--- src/rtl/sha256_pkg.sv ---
// sha256_pkg: shared block geometry, padding constants and padder FSM states.
package sha256_pkg;
    localparam int BLOCK_W         = 512;
    localparam int BLOCK_BYTES     = 64;
    localparam int LEN_FIELD_W     = 64;
    localparam int LEN_OFFSET_BYTE = 56;
    localparam logic [7:0] PAD_BYTE = 8'h80;
    typedef enum logic [2:0] {ABSORB, PAD, ISSUE, GUARD, WAIT} state_t;
endpackage

--- src/rtl/sha256_msg_padder_if.sv ---
// sha256_msg_padder_if: byte stream in, sha256_core handshake/block out, message status.
// master = upstream source plus core side (testbench), slave = the padder.
interface sha256_msg_padder_if;
    import sha256_pkg::*;
    logic               in_valid;
    logic               in_ready;
    logic [7:0]         in_data;
    logic               in_last;
    logic               in_empty;
    logic               core_ready;
    logic               core_init;
    logic               core_next;
    logic               core_mode;
    logic [BLOCK_W-1:0] core_block;
    logic               msg_done;
    logic               busy;
    modport master (
        output in_valid, in_data, in_last, in_empty, core_ready,
        input  in_ready, core_init, core_next, core_mode, core_block, msg_done, busy
    );
    modport slave (
        input  in_valid, in_data, in_last, in_empty, core_ready,
        output in_ready, core_init, core_next, core_mode, core_block, msg_done, busy
    );
endinterface

--- src/rtl/sha256_pad_insert.sv ---
// sha256_pad_insert: combinational padding of a partially filled block.
// Ports: buffer (current block), byte_idx (first free byte), len_bits (message
// length in bits), put_80 (place 0x80 at byte_idx and zero the rest),
// put_len (place len_bits in bytes 56..63) -> block, final_blk.
module sha256_pad_insert
    import sha256_pkg::*;
(
    input  logic [BLOCK_W-1:0]     buffer,
    input  logic [5:0]             byte_idx,
    input  logic [LEN_FIELD_W-1:0] len_bits,
    input  logic                   put_80,
    input  logic                   put_len,
    output logic [BLOCK_W-1:0]     block,
    output logic                   final_blk
);
    always_comb begin
        block = buffer;
        for (int i = 0; i < BLOCK_BYTES; i++)
            if (put_80 && i >= int'(byte_idx))
                block[BLOCK_W-1-8*i -: 8] = (i == int'(byte_idx)) ? PAD_BYTE : 8'h00;
        if (put_len) block[LEN_FIELD_W-1:0] = len_bits;
    end
    assign final_blk = put_len;
endmodule

--- src/rtl/sha256_msg_padder.sv ---
// sha256_msg_padder: assembles a byte stream into FIPS 180-4 padded 512-bit blocks
// and sequences sha256_core init/next/ready.
// Ports: clk, reset_n (async active-low), bus (slave side of sha256_msg_padder_if).
module sha256_msg_padder
    import sha256_pkg::*;
#(
    parameter int LEN_BYTES_W = 61,
    parameter bit CORE_MODE   = 1'b1
) (
    input logic                clk,
    input logic                reset_n,
    sha256_msg_padder_if.slave bus
);
    state_t                   state;
    logic [5:0]               byte_idx;
    logic [LEN_BYTES_W-1:0]   len_cnt;
    logic [BLOCK_W-1:0]       buffer;
    logic [BLOCK_W-1:0]       padded;
    logic [LEN_FIELD_W-1:0]   len_bits;
    logic first_blk, pad_pending, len_pending, final_blk;
    logic init_q, next_q, done_q, busy_q;
    logic take, take_byte, put_80, put_len, padded_final;

    assign take      = bus.in_valid && bus.in_ready;
    assign take_byte = take && !bus.in_empty;
    assign len_bits  = LEN_FIELD_W'({len_cnt, 3'b000});
    // A pending length-only block carries no 0x80; otherwise the length fits
    // only when the 0x80 lands before the length field.
    assign put_80    = !len_pending;
    assign put_len   = len_pending || (byte_idx < 6'(LEN_OFFSET_BYTE));

    sha256_pad_insert u_pad (
        .buffer(buffer), .byte_idx(byte_idx), .len_bits(len_bits),
        .put_80(put_80), .put_len(put_len), .block(padded), .final_blk(padded_final)
    );

    assign bus.in_ready   = reset_n && state == ABSORB;
    assign bus.core_block = buffer;
    assign bus.core_mode  = CORE_MODE;
    assign bus.core_init  = init_q;
    assign bus.core_next  = next_q;
    assign bus.msg_done   = done_q;
    assign bus.busy       = busy_q;

    always_ff @(posedge clk or negedge reset_n) begin
        if (!reset_n) begin
            state       <= ABSORB;
            byte_idx    <= '0;
            len_cnt     <= '0;
            buffer      <= '0;
            first_blk   <= 1'b1;
            pad_pending <= 1'b0;
            len_pending <= 1'b0;
            final_blk   <= 1'b0;
            init_q      <= 1'b0;
            next_q      <= 1'b0;
            done_q      <= 1'b0;
            busy_q      <= 1'b0;
        end else begin
            init_q <= 1'b0;
            next_q <= 1'b0;
            done_q <= 1'b0;
            case (state)
                ABSORB: if (take) begin
                    busy_q <= 1'b1;
                    if (take_byte) begin
                        buffer[BLOCK_W-1-8*int'(byte_idx) -: 8] <= bus.in_data;
                        byte_idx <= byte_idx + 6'd1;
                        len_cnt  <= len_cnt + LEN_BYTES_W'(1);
                    end
                    // byte_idx wraps to 0 on a full block, ready for the next one
                    if (take_byte && byte_idx == 6'(BLOCK_BYTES-1)) begin
                        state       <= ISSUE;
                        pad_pending <= bus.in_last;
                    end else if (bus.in_last) state <= PAD;
                end
                PAD: begin
                    buffer      <= padded;
                    final_blk   <= padded_final;
                    len_pending <= !padded_final;
                    pad_pending <= 1'b0;
                    state       <= ISSUE;
                end
                ISSUE: if (bus.core_ready) begin
                    init_q    <= first_blk;
                    next_q    <= !first_blk;
                    first_blk <= 1'b0;
                    state     <= GUARD;
                end
                // core_ready may still read high the cycle after the pulse
                GUARD: state <= WAIT;
                WAIT: if (bus.core_ready) begin
                    buffer <= '0;
                    if (final_blk) begin
                        done_q      <= 1'b1;
                        busy_q      <= 1'b0;
                        len_cnt     <= '0;
                        byte_idx    <= '0;
                        final_blk   <= 1'b0;
                        pad_pending <= 1'b0;
                        len_pending <= 1'b0;
                        first_blk   <= 1'b1;
                        state       <= ABSORB;
                    end else state <= (pad_pending || len_pending) ? PAD : ABSORB;
                end
                default: state <= ABSORB;
            endcase
        end
    end
endmodule

--- src/flat_wrapper.sv ---
// flat-port wrapper written by rule: the top's interface ports become plain ports
module sha256_msg_padder_flat import sha256_pkg::*;
#(
    parameter int LEN_BYTES_W = 61,
    parameter bit CORE_MODE   = 1'b1
)
  (clk, reset_n, bus_in_valid, bus_in_data, bus_in_last, bus_in_empty, bus_core_ready, bus_in_ready, bus_core_init, bus_core_next, bus_core_mode, bus_core_block, bus_msg_done, bus_busy);
  sha256_msg_padder_if bus_i ();
  input logic clk;
  input logic reset_n;
  input wire logic [$bits(bus_i.in_valid)-1:0] bus_in_valid;
  input wire logic [$bits(bus_i.in_data)-1:0] bus_in_data;
  input wire logic [$bits(bus_i.in_last)-1:0] bus_in_last;
  input wire logic [$bits(bus_i.in_empty)-1:0] bus_in_empty;
  input wire logic [$bits(bus_i.core_ready)-1:0] bus_core_ready;
  output wire logic [$bits(bus_i.in_ready)-1:0] bus_in_ready;
  output wire logic [$bits(bus_i.core_init)-1:0] bus_core_init;
  output wire logic [$bits(bus_i.core_next)-1:0] bus_core_next;
  output wire logic [$bits(bus_i.core_mode)-1:0] bus_core_mode;
  output wire logic [$bits(bus_i.core_block)-1:0] bus_core_block;
  output wire logic [$bits(bus_i.msg_done)-1:0] bus_msg_done;
  output wire logic [$bits(bus_i.busy)-1:0] bus_busy;
  assign bus_i.in_valid = bus_in_valid;
  assign bus_i.in_data = bus_in_data;
  assign bus_i.in_last = bus_in_last;
  assign bus_i.in_empty = bus_in_empty;
  assign bus_i.core_ready = bus_core_ready;
  assign bus_in_ready = bus_i.in_ready;
  assign bus_core_init = bus_i.core_init;
  assign bus_core_next = bus_i.core_next;
  assign bus_core_mode = bus_i.core_mode;
  assign bus_core_block = bus_i.core_block;
  assign bus_msg_done = bus_i.msg_done;
  assign bus_busy = bus_i.busy;
  sha256_msg_padder #(.LEN_BYTES_W(LEN_BYTES_W), .CORE_MODE(CORE_MODE)) u_core (.clk(clk), .reset_n(reset_n), .bus(bus_i));
endmodule
--- config.mk ---
export PLATFORM = sky130hd
export DESIGN_NAME = sha256_msg_padder_flat
export DESIGN_NICKNAME = d
export VERILOG_FILES = /design/src/rtl/sha256_pkg.sv /design/src/rtl/sha256_msg_padder_if.sv /design/src/rtl/sha256_pad_insert.sv /design/src/rtl/sha256_msg_padder.sv /design/src/flat_wrapper.sv
export SDC_FILE = /design/constraint.sdc
export NUM_CORES = 1
export LEC_CHECK = 0
export BUFFER_PORTS_ARGS = -buffer_cell sky130_fd_sc_hd__buf_2
export CAP_MARGIN = 40
export CELL_PAD_IN_SITES_DETAIL_PLACEMENT = 1
export CELL_PAD_IN_SITES_GLOBAL_PLACEMENT = 1
export CORE_ASPECT_RATIO = 1.4
export CORE_MARGIN = 2
export CORE_UTILIZATION = 45
export CTS_BUF_LIST = sky130_fd_sc_hd__clkbuf_4 sky130_fd_sc_hd__clkbuf_8
export CTS_CLUSTER_DIAMETER = 150
export DETAILED_ROUTE_END_ITERATION = 10
export HOLD_SLACK_MARGIN = 0.15
export PLACE_DENSITY = 0.9
export SLEW_MARGIN = 20
export SYNTH_ARGS = -nofsm -noshare
export SYNTH_HDL_FRONTEND = slang
export SYNTH_SLANG_ARGS = --single-unit
--- constraint.sdc ---
create_clock -name clk -period 3.2 [get_ports clk]
set_input_delay 0.16 -clock clk [delete_from_list [all_inputs] [get_ports clk]]
set_output_delay 0.16 -clock clk [all_outputs]
set_load 0.05 [all_outputs]
Yosys cells after proc, flatten, opt, wreduce, memory -nomap -nowiden
Cells that the tools add are included.

word-level totals
  bits in writable memories = 0
  latch bits = 0
  memories = 0
  register bits = 590
  ROM bits = 0

cells by class
  div/mod/pow operators = 0
  add/sub/neg operators = 4
  reduce and logical (&&, ||, !) cells = 150
  shift operators = 2
  multipliers = 0
  eq/ne operators = 139
  muxes and demuxes = 172
  order comparisons = 64
  bitwise gates (word level) = 0

operator list
  cell                                                               count
  two-way mux 512 bit                                                3
  case mux 512 bit (3 select lines)                                  1
  two-way mux 8 bit                                                  128
  variable shift 8 x 33 -> 519 bit (first input constant)            1
  indexed part select 8 x 33 -> 519 bit                              1
  bitwise mux 512 bit                                                1
  AND reduction 5 bit                                                66
  two-way mux 61 bit                                                 4
  equality test 6 bit (first input constant)                         32
  greater-or-equal comparator 6 bit (first input constant)           31
  case mux 61 bit (2 select lines)                                   1
  inequality test 2 bit (second input constant)                      59
  equality test 5 x 6 -> 1 bit (first input constant)                16
  greater-or-equal comparator 5 x 6 -> 1 bit (first input constant)  16
  logical AND 1 bit                                                  67
  two-way mux 64 bit                                                 1
  adder 61 x 1 -> 61 bit (second input constant)                     1
  equality test 4 x 6 -> 1 bit (first input constant)                8
  greater-or-equal comparator 4 x 6 -> 1 bit (first input constant)  8
  negation 32 -> 33 bit                                              1
  equality test 3 x 6 -> 1 bit (first input constant)                4
  greater-or-equal comparator 3 x 6 -> 1 bit (first input constant)  4
  two-way mux 6 bit                                                  4
  inequality test 3 x 2 -> 1 bit (second input constant)             7
  other kinds (28)                                                   66

Longest topological paths before layout
Gate-level depths: netlist of run 1.

  depth after elaboration = 8
  gate-level depth with buffers = 11
  gate-level depth less buffers = 7

By module
From an unflattened synthesis of run 1, not the netlist that was laid out.

second synthesis, totals
  cell total of the unflattened synthesis = 3618
  area total of the unflattened synthesis = 35346.4 sq um

by module, submodules not included
  module             seq. area each (sq um)  area an instance (sq um)  instances  cells an instance
  sha256_msg_padder  14765.4                 30479.2                   1          2824
  sha256_pad_insert  0.0                     4867.2                    1          794

Worst setup path after synthesis of run 1
No wires, ideal clock.

  kind = register to register
  start = register u_core.byte_idx[1]
  end = register with a tool-made name
  path slack = 0.382 ns
  cell stages (with the launch flop) = 11
  buffers on the path = 4
  required time = 3.079 ns
  setup time = 0.121 ns
  arrival time = 2.697 ns
  cell sequence = dfrtp_1 clkbuf_1 inv_1 clkbuf_1 ha_1 clkbuf_1 clkbuf_1 nand3_1 a21oi_1 o21ai_2 a22o_1

RTL lines
  element                 RTL line                 text
  from (decl)             sha256_msg_padder.sv:15  logic [5:0] byte_idx;
  from (signal assigned)  sha256_msg_padder.sv:68  byte_idx <= byte_idx + 6'd1;

==> results of run 1 <==
## worst max-delay path, delay by kind of cell, from the launching register on
| kind | cells | cell delay, ns |
|---|---|---|
| compound gates | 2 | 0.50 |
| buf+inv | 1 | 0.33 |
| flops | 1 | 0.69 |
| simple gates | 3 | 1.45 |
## cells in the final DEF (no fill, tap or decap), types with 55 or more instances in the layout
master | synthesis | layout
buf_2 | 33 | 533
buf_4 | 9 | 126
nand3_1 | 85 | 85
a21oi_1 | 81 | 81
nor2_1 | 145 | 145
nand2_1 | 230 | 230
a32o_1 | 55 | 55
dfrtp_1 | 589 | 589
clkbuf_8 | 0 | 116
o2bb2ai_1 | 137 | 137
o21ai_0 | 149 | 149
a22o_1 | 203 | 203
## cell families (layout without fill, tap and decap cells)
kind of cell | after synthesis | count (layout)
mux | 45 | 45
fa+ha+maj | 9 | 9
simple gates | 671 | 671
xor+xnor | 21 | 21
compound gates | 813 | 813
flops | 590 | 590
buf+inv | 170 | 880
other cells | 1 | 6
## per-layer routing
metal	up-vias	wire, um	part of all wire, %
met5	-	36	0.030
met4	6	10100	8.5
met3	590	10200	8.6
met2	1622	56100	47
met1	12800	41900	35
li1	10100	-	-
## metrics by stage
| stage | power [W] | area (um2) | utilization [%] |
|---|---|---|---|
| 2_1_floorplan | 0.0125 | 25900 | - |
| 3_3_place_gp | 0.0150 | 29900 | 52.3 |
| 3_5_place_dp | 0.0152 | 30000 | 52.4 |
| 4_1_cts | 0.0225 | 32300 | 56.3 |
| 5_1_grt | 0.0234 | 32300 | 56.5 |
| 6_report | 0.0228 | 32300 | 56.5 |
## path summary, 6_finish.rpt
check / start / endpoint / slack, ns / cells past startpoint
max reg2reg: u_core.byte_idx[5]$_DFFE_PN0P_ / flop / 0.12 / 6
min reg2reg: flop / flop / 0.48 / 2
min in group asynchronous: reset_n / u_core.len_cnt[2]$_DFFE_PN0P_ / 0.23 / 3
max in group asynchronous: reset_n / asynchronous set/reset pin / 1.52 / 4
min: bus_in_empty / u_core.len_cnt[17]$_DFFE_PN0P_ / 0.21 / 6
max: u_core.byte_idx[5]$_DFFE_PN0P_ / flop / 0.12 / 6
## cell type report
class / count / share of cell area, %
Antenna cell: 5 / 0.0387
Clock buffer: 144 / 5.59
Clock inverter: 25 / 0.960
Inverter: 26 / 0.302
Multi-Input combinational cell: 1560 / 32.2
Sequential cell: 590 / 45.7
Tap cell: 742 / 2.87
Timing Repair Buffer: 685 / 12.3
## power groups by stage
stage	Sequential [W]	Combinational, W	Clock (W)
final	0.00840	0.00698	0.00737
after global placement	0.00846	0.00651	0
after CTS	0.00838	0.00674	0.00741
after global routing	0.00843	0.00719	0.00773
after floorplan	0.00964	0.00290	0
after detailed placement	0.00850	0.00667	0
==> flow_results.org, run 1 <==
** Run
- Max capacitance violation total :: 0

** Placement
- Placer congestion estimate :: 0.978
- Number of instances in the placed design :: 3583
- Half-perimeter wire length after placement :: 86.2 mm
- Place WS :: 0.294 ns
- IO Port Bufs :: 530

** Synth
- Counting every net in the synthesized netlist gives 2343.
- After synthesis, the cell types taking the most area are dfrtp_1 57%, a22o_1 6.9%, o2bb2ai_1 4.6%.
- The synthesized design devotes to its leading area cell type 56.9% of total area.
- Post-Syn Area :: 25900 um2
- For this run, asynchronously set or reset flops after synthesis account for 100%.
- Fraction of the mapped netlist area in compound gates :: 24.5%
- Counting every instance in the synthesized netlist gives 2320.
- Summing the areas of all xor and xnor instances in the mapped netlist gives 0.709% of the synthesized area.
- By instance count, the leading cell after synthesis is dfrtp_1.
- Adder-Cell Fraction of Synth Area :: less than 1%
- Dominant combinational cell family by area after synthesis :: compound AO/OA/AOI/OAI gates
- Of the synthesized area, sequential elements account for a little under three fifths.
- Synthesis inferred 590 register bits.
- Leading cell types by count after synthesis :: 589 x dfrtp_1, 230 x nand2_1, 203 x a22o_1, 149 x o21ai_0, 145 x nor2_1
- Summing the areas of all and, or, nand and nor instances in the mapped netlist gives 12.5% of the synthesized area.
- The most used flip-flop cell after synthesis is dfrtp_1.
- The number of different library cells used by synthesis comes to 89.
- Warning count from the yosys run :: 0
- Largest area contributor in the netlist :: dfrtp_1
- Multiplexer cells account for 1.94% of the synthesized area.
- Count of flip-flops with a built-in enable after synthesis :: 0
- Per-instance average area after synthesis :: 11.2 um2

** Drt
- Iteration-0 DRC Markers :: 2712
- Routed vias :: roughly 25000
- In the routed layout, each cell is associated on average with a via count of 6.64.
- DRC Markers :: 0
- Number of search-and-repair iterations in the first detailed-routing pass :: 5
- The final layout contains routed wiring with a total length of 118 mm.
- Wire length per cell after detailed routing :: about 31 um
- The detail route stage leaves a number of antenna-violating nets equal to 0.

** Die
- The die covers 59600 um2.
- around 530 I/O pins were placed.
- Die Y-Extent :: 288 um
- Number of cell rows :: approximately 100
- The total area inside the core boundary comes to about 57000 um2.
- In this run the horizontal extent of the chip is roughly 210 um.
- Once the floorplan was initialized, standard cells occupied between 40% and 50% of the core.

** Critical path
- On the worst path, the slowest cell contributes a delay of 0.78 ns.
- Start-to-end type of the worst setup path :: flop to flop
- Cell at the slowest stage of the critical path :: and2_0
- Critical path arrival :: 3.71 ns
- Req. time, crit path :: 3.83 ns
- Largest fanout of any net on the critical path :: 15
- The worst setup path is captured at a flop.
- Crit path launch type :: flop
- Critical path cell sequence :: and2_0 > buf_4 > nand3_1 > nor2_1 > a32oi_1 > a21oi_1

** Power
- The clock network accounts for 32.4% of the total power.
- Power density cells :: 704 nW/um2
- The worst-case IR drop observed on VDD is just under 700 uV.
- Power share of the sequential group :: 36.9%
- Internal power comes to 0.0137 W.
- Of the total power, the share spent switching nets is 39.9%.
- Combinational share of power :: 30.7%
- Leakage power summed over all cells :: 15.7 nW
- For this design the total switching power over the nets is slightly above 0.009 W.

** STA
- Adding up every negative setup slack in the final design gives 0 ns.
- Crit share post-route :: 96.4%
- Post-layout minimum cycle time :: roughly 3.1 ns
- The final hold violation count came to 0.
- RSZ-0062 raised after global routing :: false
- Based on the critical path, the design can be clocked at up to approximately 320 MHz.
- Count of pins over their slew limit :: 0
- At the pin with the least slew margin, the transition time is 0.945 ns.
- Maximum clock skew at final layout :: 0.0481 ns
- Once routing completed, OpenROAD measured the worst setup slack at approximately 0.12 ns.
- Final setup viols :: 0
- Hold timing on the final database bottoms out at a slack of 0.208 ns.
- Max transition margin :: a little under two fifths

** Global routing
- The first global-routing pass estimated 173 mm of wire.
- Busiest layer in global routing :: met2
- Overall track demand over capacity in global routing :: between 30% and 40%
- The initial antenna violation count came to 9.
- Number of global-route vias before repair :: 26300
- Entering global routing, the biggest net connects approximately 160 pins.
- Gr ovfl total :: 0
- Global routing met2 resource utilization :: 62.2%
- In the global route stage, met1 resource usage came out at 46.0%.
- For this run, global-route usage on met3 was measured as 8.78%.

** Final layout
- Once layout is complete, the cells apart from fillers number 3777.
- Fraction of final layout cells with drive strength greater than 1 :: 31.1%
- The area growth from synthesis to layout is 24.7%.
- Across the whole layout, storage elements account for 14800 um2.
- At the end of the flow, the number of nets in the layout was 2979.
- Summing all multi-input logic gate instances after layout gives 10400 um2.
- Filler Cells Inserted :: between 6000 and 7000

** Clock network
- The clock tree synthesis step divided the H-tree into 3 levels.
- The clock passes through at most 3 buffers.
- Worst-path clk slew :: around 0.07 ns
- Post-CTS Setup Bufs :: 0
- Hold repair after CTS inserted 14 buffers.
- The number of clock buffers added by TritonCTS is 93.
- The clock reaches the later pin of the worst-skew pair after 0.74 ns.
- Cell chosen for the clock root :: clkbuf_8
- Clock tree from TritonCTS :: done
- Gates resized during post-CTS repair numbered 0.
- CTS saw 590 sinks.

** Run status
- The run finished with clean final reports.

** Worst hold path
- Worst min-delay path category :: input port to flop
Power figures use the tool's default switching activity.
==> inputs of run 2 (changes only) <==
CORE_MARGIN = 5   (was 2)
==> flow_results.org, run 2 (synthesis results as in run 1) <==
** Power
- Power density cells :: around 700 nW/um2
- In this run the static leakage power is 15.7 nW.
- The worst-case IR drop observed on VDD is 678 uV.

** Drt
- Detailed-route wire length :: 121 mm
- Wire length per cell after detailed routing :: 32.0 um
- Number of search-and-repair iterations in the first detailed-routing pass :: 7
- In this run, the number of DRC markers left after iteration 0 of detailed routing was 2748.
- Routed vias :: 25000
- Once detail routing completed, the nets flagged for antenna violations numbered 0.
- After detailed routing, the number of remaining DRC violations is 0.
- Routed vias/inst :: ~6.6

** Final layout
- Growth of design area from synthesis to finish :: 24.5%
- Fraction of the core area covered by cells at the end of the flow :: 56.4%
- Cells with a size suffix above 1 make up between 30% and 40% of the layout.
- After the last flow step, the layout net total stands at 2981.
- The layout has 6260 filler cells.
- Commonest non-fill, non-tap cells in the layout :: 587 x dfrtp_1, 531 x buf_2, 230 x nand2_1
- Most common library cell in the layout ignoring fill and taps :: dfrtp_1

** Global routing
- First-pass GRT wire length :: 175 mm
- After global routing the overflow that remains totals 0.
- Maximum number of pins on one net before global-route repair :: 169
- The via count of the first global-routing pass is 25900.
- Initial antenna violation count :: 3
- Global routing used 37.1% of the available tracks across all layers.

** Die
- Floorplan core area :: ~57000 um2
- Die span in x :: 213 um
- For this configuration, the core starts out at a cell density of 45.3%.
- Overall die area :: 62600 um2
- Number of I/O pins :: ~530
- After floorplanning, the core was divided into roughly 100 placement rows.
- Die Y-Extent :: approximately 300 um

** STA
- Post-layout minimum cycle time :: between 3 and 4 ns
- RSZ-0062 raised after global routing :: false
- For this run, the top clock speed supported by timing is 330 MHz.
- The final hold violation count was 0.
- Transition time at the pin with the least slew margin :: 0.957 ns
- Crit share post-route :: 94.6%
- Max transition margin :: 36.2%
- For the final routed database, the setup TNS stands at 0 ns.
- Final setup viols :: 0
- Maximum clock skew at final layout :: a little over 0.05 ns
- The max-slew violation total from the final report is 0.

** Clock network
- TritonCTS built the clock tree.
- Post-CTS Setup Bufs :: 0
- Clock-pin slew was measured on the worst setup and hold paths at 0.08 ns.
- In this run the deepest clock path goes through 3 buffers.
- H-tree levels :: 3
- The clock drives a little under 600 sinks.
- Cell chosen for the clock root :: clkbuf_8
- Inserted Clock Buffers :: between 90 and 100
- The clock reaches the later pin of the worst-skew pair after 0.73 ns.

** Run status
- Result of the run :: completed

** Run
- Across the run, the number of max-cap violations was 0.

** Critical path
- Max stage delay on crit path :: 0.60 ns
- At the worst endpoint, the required time is approximately 3.8 ns.
- In this design, the largest share of critical-path delay is due to buffers and inverters.
- STA classifies the critical path startpoint as a flop.
- The number of buffers and inverters on the critical path is 2.
- The critical path goes through and2_1 > buf_4 > nand2_1 > o31a_1 > a2111oi_0 > mux2i_1 > dlygate4sd3_1.
- Critical path arrival :: 3.66 ns
- STA classifies the critical path endpoint as a flop.
- Largest fanout of any net on the critical path :: 17
- The worst setup path is of the flop to flop kind.
- On the critical path, the stage with the largest delay is an instance of dfrtp_2.

** Placement
- Routability-driven placement finished with a final weighted congestion of 0.946.
- IO Port Bufs :: 530
- Detailed placement finished with a half-perimeter wire length of a little under 90 mm.

** Worst hold path
- The path class of the tightest hold or removal check is input port to asynchronous set/reset pin.
-- run 2: final timing paths --
check                                                       start                                endpoint  slack (ns)  depth (start not counted)
setup reg to reg                   u_core.byte_idx[3]$_DFFE_PN0P_          u_core.pad_pending$_DFFE_PN0P_        0.17                          7
hold / removal                                            reset_n          u_core.byte_idx[0]$_DFFE_PN0P_        0.21                          3
setup / recovery                   u_core.byte_idx[3]$_DFFE_PN0P_          u_core.pad_pending$_DFFE_PN0P_        0.17                          7
hold reg to reg            u_core.bus.core_block[345]$_DFFE_PN0P_  u_core.bus.core_block[345]$_DFFE_PN0P_        0.48                          2
min in group clk                                     bus_in_empty          u_core.byte_idx[1]$_DFFE_PN0P_        0.21                          4
max in group asynchronous                                 reset_n  u_core.bus.core_block[139]$_DFFE_PN0P_        1.62                          4
-- run 2: layout make-up --
| type | instances | area, um2 | share of cell area (%) |
|---|---|---|---|
| Antenna cell | 2 | 5.00 | 0.0155 |
| Clock buffer | 143 | 1800 | 5.58 |
| Clock inverter | 23 | 238 | 0.737 |
| Inverter | 26 | 97.6 | 0.302 |
| Multi-Input combinational cell | 1560 | 10400 | 32.3 |
| Sequential cell | 590 | 14800 | 45.8 |
| Tap cell | 742 | 928 | 2.88 |
| Timing Repair Buffer | 689 | 4010 | 12.4 |
-- run 2: repair_timing --
| action | in CTS | in global routing |
|---|---|---|
| hold endpoints to repair | 382 | 0 |
| gates resized for setup | 0 | 2 |
| hold buffers | 15 | 0 |
| endpoints found under the setup margin | 0 | 1 |
-- run 2: worst reg2reg max path: stages, from the launching register on --
cell and delay (ns):
dfrtp_2 0.60, and2_1 0.24, buf_4 0.27, nand2_1 0.19
o31a_1 0.30, a2111oi_0 0.52, mux2i_1 0.24, dlygate4sd3_1 0.57
-- run 2: metal layers --
layer	track usage (%)	wire [um]	part of all wire (%)
met4	24.6	9580	7.9
met1	45.0	43700	36
met3	6.19	9280	7.7
met2	60.8	58100	48
met5	0	8	0.0066
-- run 2: stage by stage --
step	std cells	instance area, um2	worst slack (ns)	hold WS, ns	power [W]
after global routing	3775	32300	0.130	0.222	0.0231
after floorplan	2320	25900	0.382	-0.136	0.0125
after global placement	3585	30000	0.357	-0.00776	0.0151
after detailed placement	3585	30000	0.312	-0.00760	0.0152
final	3775	32300	0.173	0.206	0.0225
after CTS	3766	32200	0.0962	0.159	0.0223
-- run 2: power by group --
part / total (W) / leakage [nW] / internal [W] / switching, W
Clock: 0.00714 / 1.08 / 0.00391 / 0.00323
Combinational: 0.00696 / 6.48 / 0.00163 / 0.00533
Sequential: 0.00843 / 8.15 / 0.00794 / 0.000490
Total: 0.0225 / 15.7 / 0.0135 / 0.00905
==> inputs of run 3 (changes only) <==
PLACE_DENSITY = 0.88   (was 0.9)
SYNTH_HIERARCHICAL = 1   (was not set)
==> flow_results.org, run 3 <==
** Run status
- Result of the run :: completed

** Drt
- After detailed routing, the average wire length per cell comes to 31.6 um.
- Summed over all layers, the routed wires come to 168 mm.
- Iteration-0 DRC Markers :: 3810
- Wire length the detailed router placed on met1 :: ~56 mm
- In the routed layout, each cell is associated on average with a via count of 6.63.
- Detail Route met3 WL :: 17.9 mm
- Number of antenna-violating nets in the routed design :: 0
- Number of search-and-repair iterations in the first detailed-routing pass :: 6
- Routed vias :: about 35000
- In the routed design, unresolved DRC markers number 0.
- Met2 WL post-DR :: 78.5 mm
- The detailed router used layers up to and including met5.

** Die
- The die covers ~84000 um2.
- Die span in x :: ~250 um
- Initial core utilization :: 45.4%
- Floorplan core area :: 77800 um2
- Number of cell rows :: around 120
- Die Y-Extent :: around 340 um
- During I/O placement, the number of pins put on the boundary was 532.

** Final layout
- Summing all multi-input logic gate instances after layout gives 19500 um2.
- Number of non-filler instances in the completed layout :: 5324
- Growth of design area from synthesis to finish :: 19.5%
- Filler Cells Inserted :: ~9000
- In the final design database the tool counted roughly 4200 nets.
- Leaving out fill and tap cells, the most frequent cell in the layout is dfrtp_1.
- Across the whole layout, storage elements account for between 10000 and 15000 um2.
- Once layout is complete, the utilization of the core stands at a little over half.
- In the final layout, the share of cells above drive strength 1 is between 30% and 40%.
- In the layout the commonest cells are 588 x dfrtp_1, 539 x buf_2, 474 x nand2_1.

** Global routing
- First-pass GRT wire length :: 245 mm
- Overall track demand over capacity in global routing :: 38.0%
- The initial antenna violation count was 8.
- Maximum number of pins on one net before global-route repair :: 171
- After global routing the overflow that remains totals 0.
- The via count of the first global-routing pass came to 36900.

** Synth
- Most instantiated flip-flop cell in the synthesis netlist :: dfrtp_1
- Seq cells post-synth :: 590
- Summing every instance area after synthesis gives 35300 um2.
- Cell with the most instances after synthesis :: dfrtp_1
- Number of unique standard cell types used by synthesis :: 80
- Cell types occupying the most area after synthesis :: dfrtp_1 42%, mux2_2 15%, and2_1 6.4%
- In the synthesized netlist, the cells that appear most often are 589 x dfrtp_1, 474 x nand2_1, 468 x mux2_2, 395 x o21ai_0, 364 x and2_1.
- Proportion of synthesized chip area in sequential cells :: 41.8%
- Counting flops with an async set or reset pin after synthesis yields a share of 100%.
- In this run, synthesis inferred 0 flip-flops with an integrated enable.
- Each instance of the synthesized netlist takes up on average 9.77 um2.
- The biggest area contributor in the post-synthesis netlist is dfrtp_1.
- Synth top area share :: 41.7%
- The Yosys step of the flow raised 6 warnings.
- After technology mapping, the gate count stands at roughly 3600.

** STA
- Count of pins over their slew limit :: 0
- Crit share post-route :: 93.8%
- The final hold violation count came to 0.
- Max transition margin :: 31.9%
- For this run, the top clock speed supported by timing is between 300 and 400 MHz.
- For the final database, setup skew stands at roughly 0.054 ns.
- Setup violations remaining at the end of the flow were counted as 0.
- RSZ-0062 raised after global routing :: false
- Crit path setup slack, layout :: 0.199 ns
- Setup total negative slack :: 0 ns
- Post-layout minimum cycle time :: 3.00 ns
- Transition time at the pin with the least slew margin :: 1.02 ns

** Critical path
- Critical path cell sequence :: buf_4 > nor2b_1 > nand2_1 > nor2_1 > o21ai_2 > mux2_2
- By startpoint and endpoint, the worst setup path is classified as flop to flop.
- Slack of the worst reg-to-reg path :: 0.20 ns
- Element type at the critical path end :: flop
- STA classifies the critical path startpoint as a flop.
- Req. time, crit path :: 3.81 ns
- Critical path arrival :: around 3.6 ns
- Max stage delay on crit path :: roughly 0.74 ns
- Cell at the slowest stage of the critical path :: nor2_1
- Largest fanout of any net on the critical path :: 15
- The number of cells on the worst reg-to-reg path is 6.

** Clock network
- Inserted Clock Buffers :: 97
- Clock tree from TritonCTS :: done
- The H-tree was split into 3 levels.
- The tree is rooted in a clkbuf_8.
- Clock latency reported for the late side of the worst-skew pair :: ~0.78 ns
- The clock net in this run drives a total of 590 sinks.
- Once the clock tree was built, the setup fixing pass inserted 0 buffers.
- Clock-pin slew was measured on the worst setup and hold paths at 0.07 ns.
- After clock tree synthesis, the repair step resized 0 gates.
- Largest buffer count on any clock path :: 3

** Placement
- Routability-driven placement finished with a final weighted congestion of roughly 0.96.
- Number of instances in the placed design :: 5119
- Half-perimeter wire length after placement :: 118 mm
- IO Port Bufs :: 530
- Before CTS, the worst setup slack after placement is around 0.23 ns.

** Power
- IR analysis of the VDD net gives a maximum drop of between 400 and 500 uV.
- The analysis attributes to cell leakage a power of between 20 and 25 nW.
- In this run the power density over the cells is slightly below 700 nW/um2.
- Tot Pwr :: between 0.02 and 0.03 W

** Worst hold path
- Worst min-delay path category :: input port to flop
- Number of cells on the worst hold path :: 3

** Run
- The tool flagged a number of max-cap violations equal to 0.
## run 3: cell types whose count changed in the layout (fill, tap and decap cells not counted), moves of 40 or more
cell,change
a22o_1,-97
and2_1,+350
mux2_2,+426
o2bb2ai_1,-133
nor2b_1,+42
a32o_1,+152
mux2_1,+47
nand2_1,+244
o21ai_0,+246
nand2_4,+40
nor2_1,-72
## run 3: path summary, 6_finish.rpt
check,endpoint,start
min in group asynchronous,u_core/len_pending$_DFFE_PN0P_,reset_n
worst min-delay path,u_core/state[2]$_DFFE_PN0P_,bus_core_ready
max in group asynchronous,asynchronous set/reset pin,reset_n
worst max-delay path,flop,u_core/byte_idx[2]$_DFFE_PN0P_
worst max register to register,flop,u_core/byte_idx[2]$_DFFE_PN0P_
worst min register to register,u_core/bus.core_init$_DFF_PN0_,u_core/first_blk$_DFFE_PN1P_
## run 3: power by group
group / total, W / switching, W / internal (W)
Sequential: 0.00865 / 0.000692 / 0.00796
Combinational: 0.0121 / 0.00922 / 0.00289
Clock: 0.00769 / 0.00347 / 0.00422
Total: 0.0284 / 0.0134 / 0.0151
## run 3: cell families after synthesis
group | after synthesis | share of synthesized area [%]
compound gates | 927 | 18.6
xor+xnor | 2 | 0.0496
fa+ha+maj | 7 | 0.248
buf+inv | 283 | 3.35
flops | 590 | 41.8
mux | 517 | 16.5
other cells | 2 | 0.0212
simple gates | 1290 | 19.4
## run 3: area by class of cell
| type | count | area share (%) |
|---|---|---|
| Tap cell | 1045 | 3.10 |
| Antenna cell | 9 | 0.0533 |
| Clock inverter | 12 | 0.347 |
| Sequential cell | 590 | 35.0 |
| Clock buffer | 169 | 4.89 |
| Inverter | 35 | 0.311 |
| Timing Repair Buffer | 717 | 10.2 |
| Multi-Input combinational cell | 2747 | 46.1 |
## run 3: through the flow
step | cell area, um2 | hold slack, ns
finish | 42200 | 0.275
global route | 42200 | 0.286
CTS | 42100 | 0.243
detailed placement | 39800 | 0.0523
global placement | 39700 | 0.0514
floorplan | 35400 | -0.136
## run 3: metal layers
metal / up-vias / global-route usage (%)
li1: 14400 / -
met1: 17700 / 42.1
met2: 2446 / 61.4
met3: 797 / 11.0
met4: 4 / 29.1
met5: - / 0
## run 3: worst max-delay path: cells and delay by family, from the launching register on
family                 cells  cell delay, ns
multiplexers               1            0.34
AND/OR/NAND/NOR            3            1.36
buffers and inverters      1            0.29
AO/OA/AOI/OAI              1            0.28
flip-flops                 1            0.56
## run 3: repair_timing
action                     CTS  global route
hold buffers                 9             0
hold endpoints to repair   349             0
setup endpoints to repair    0             0
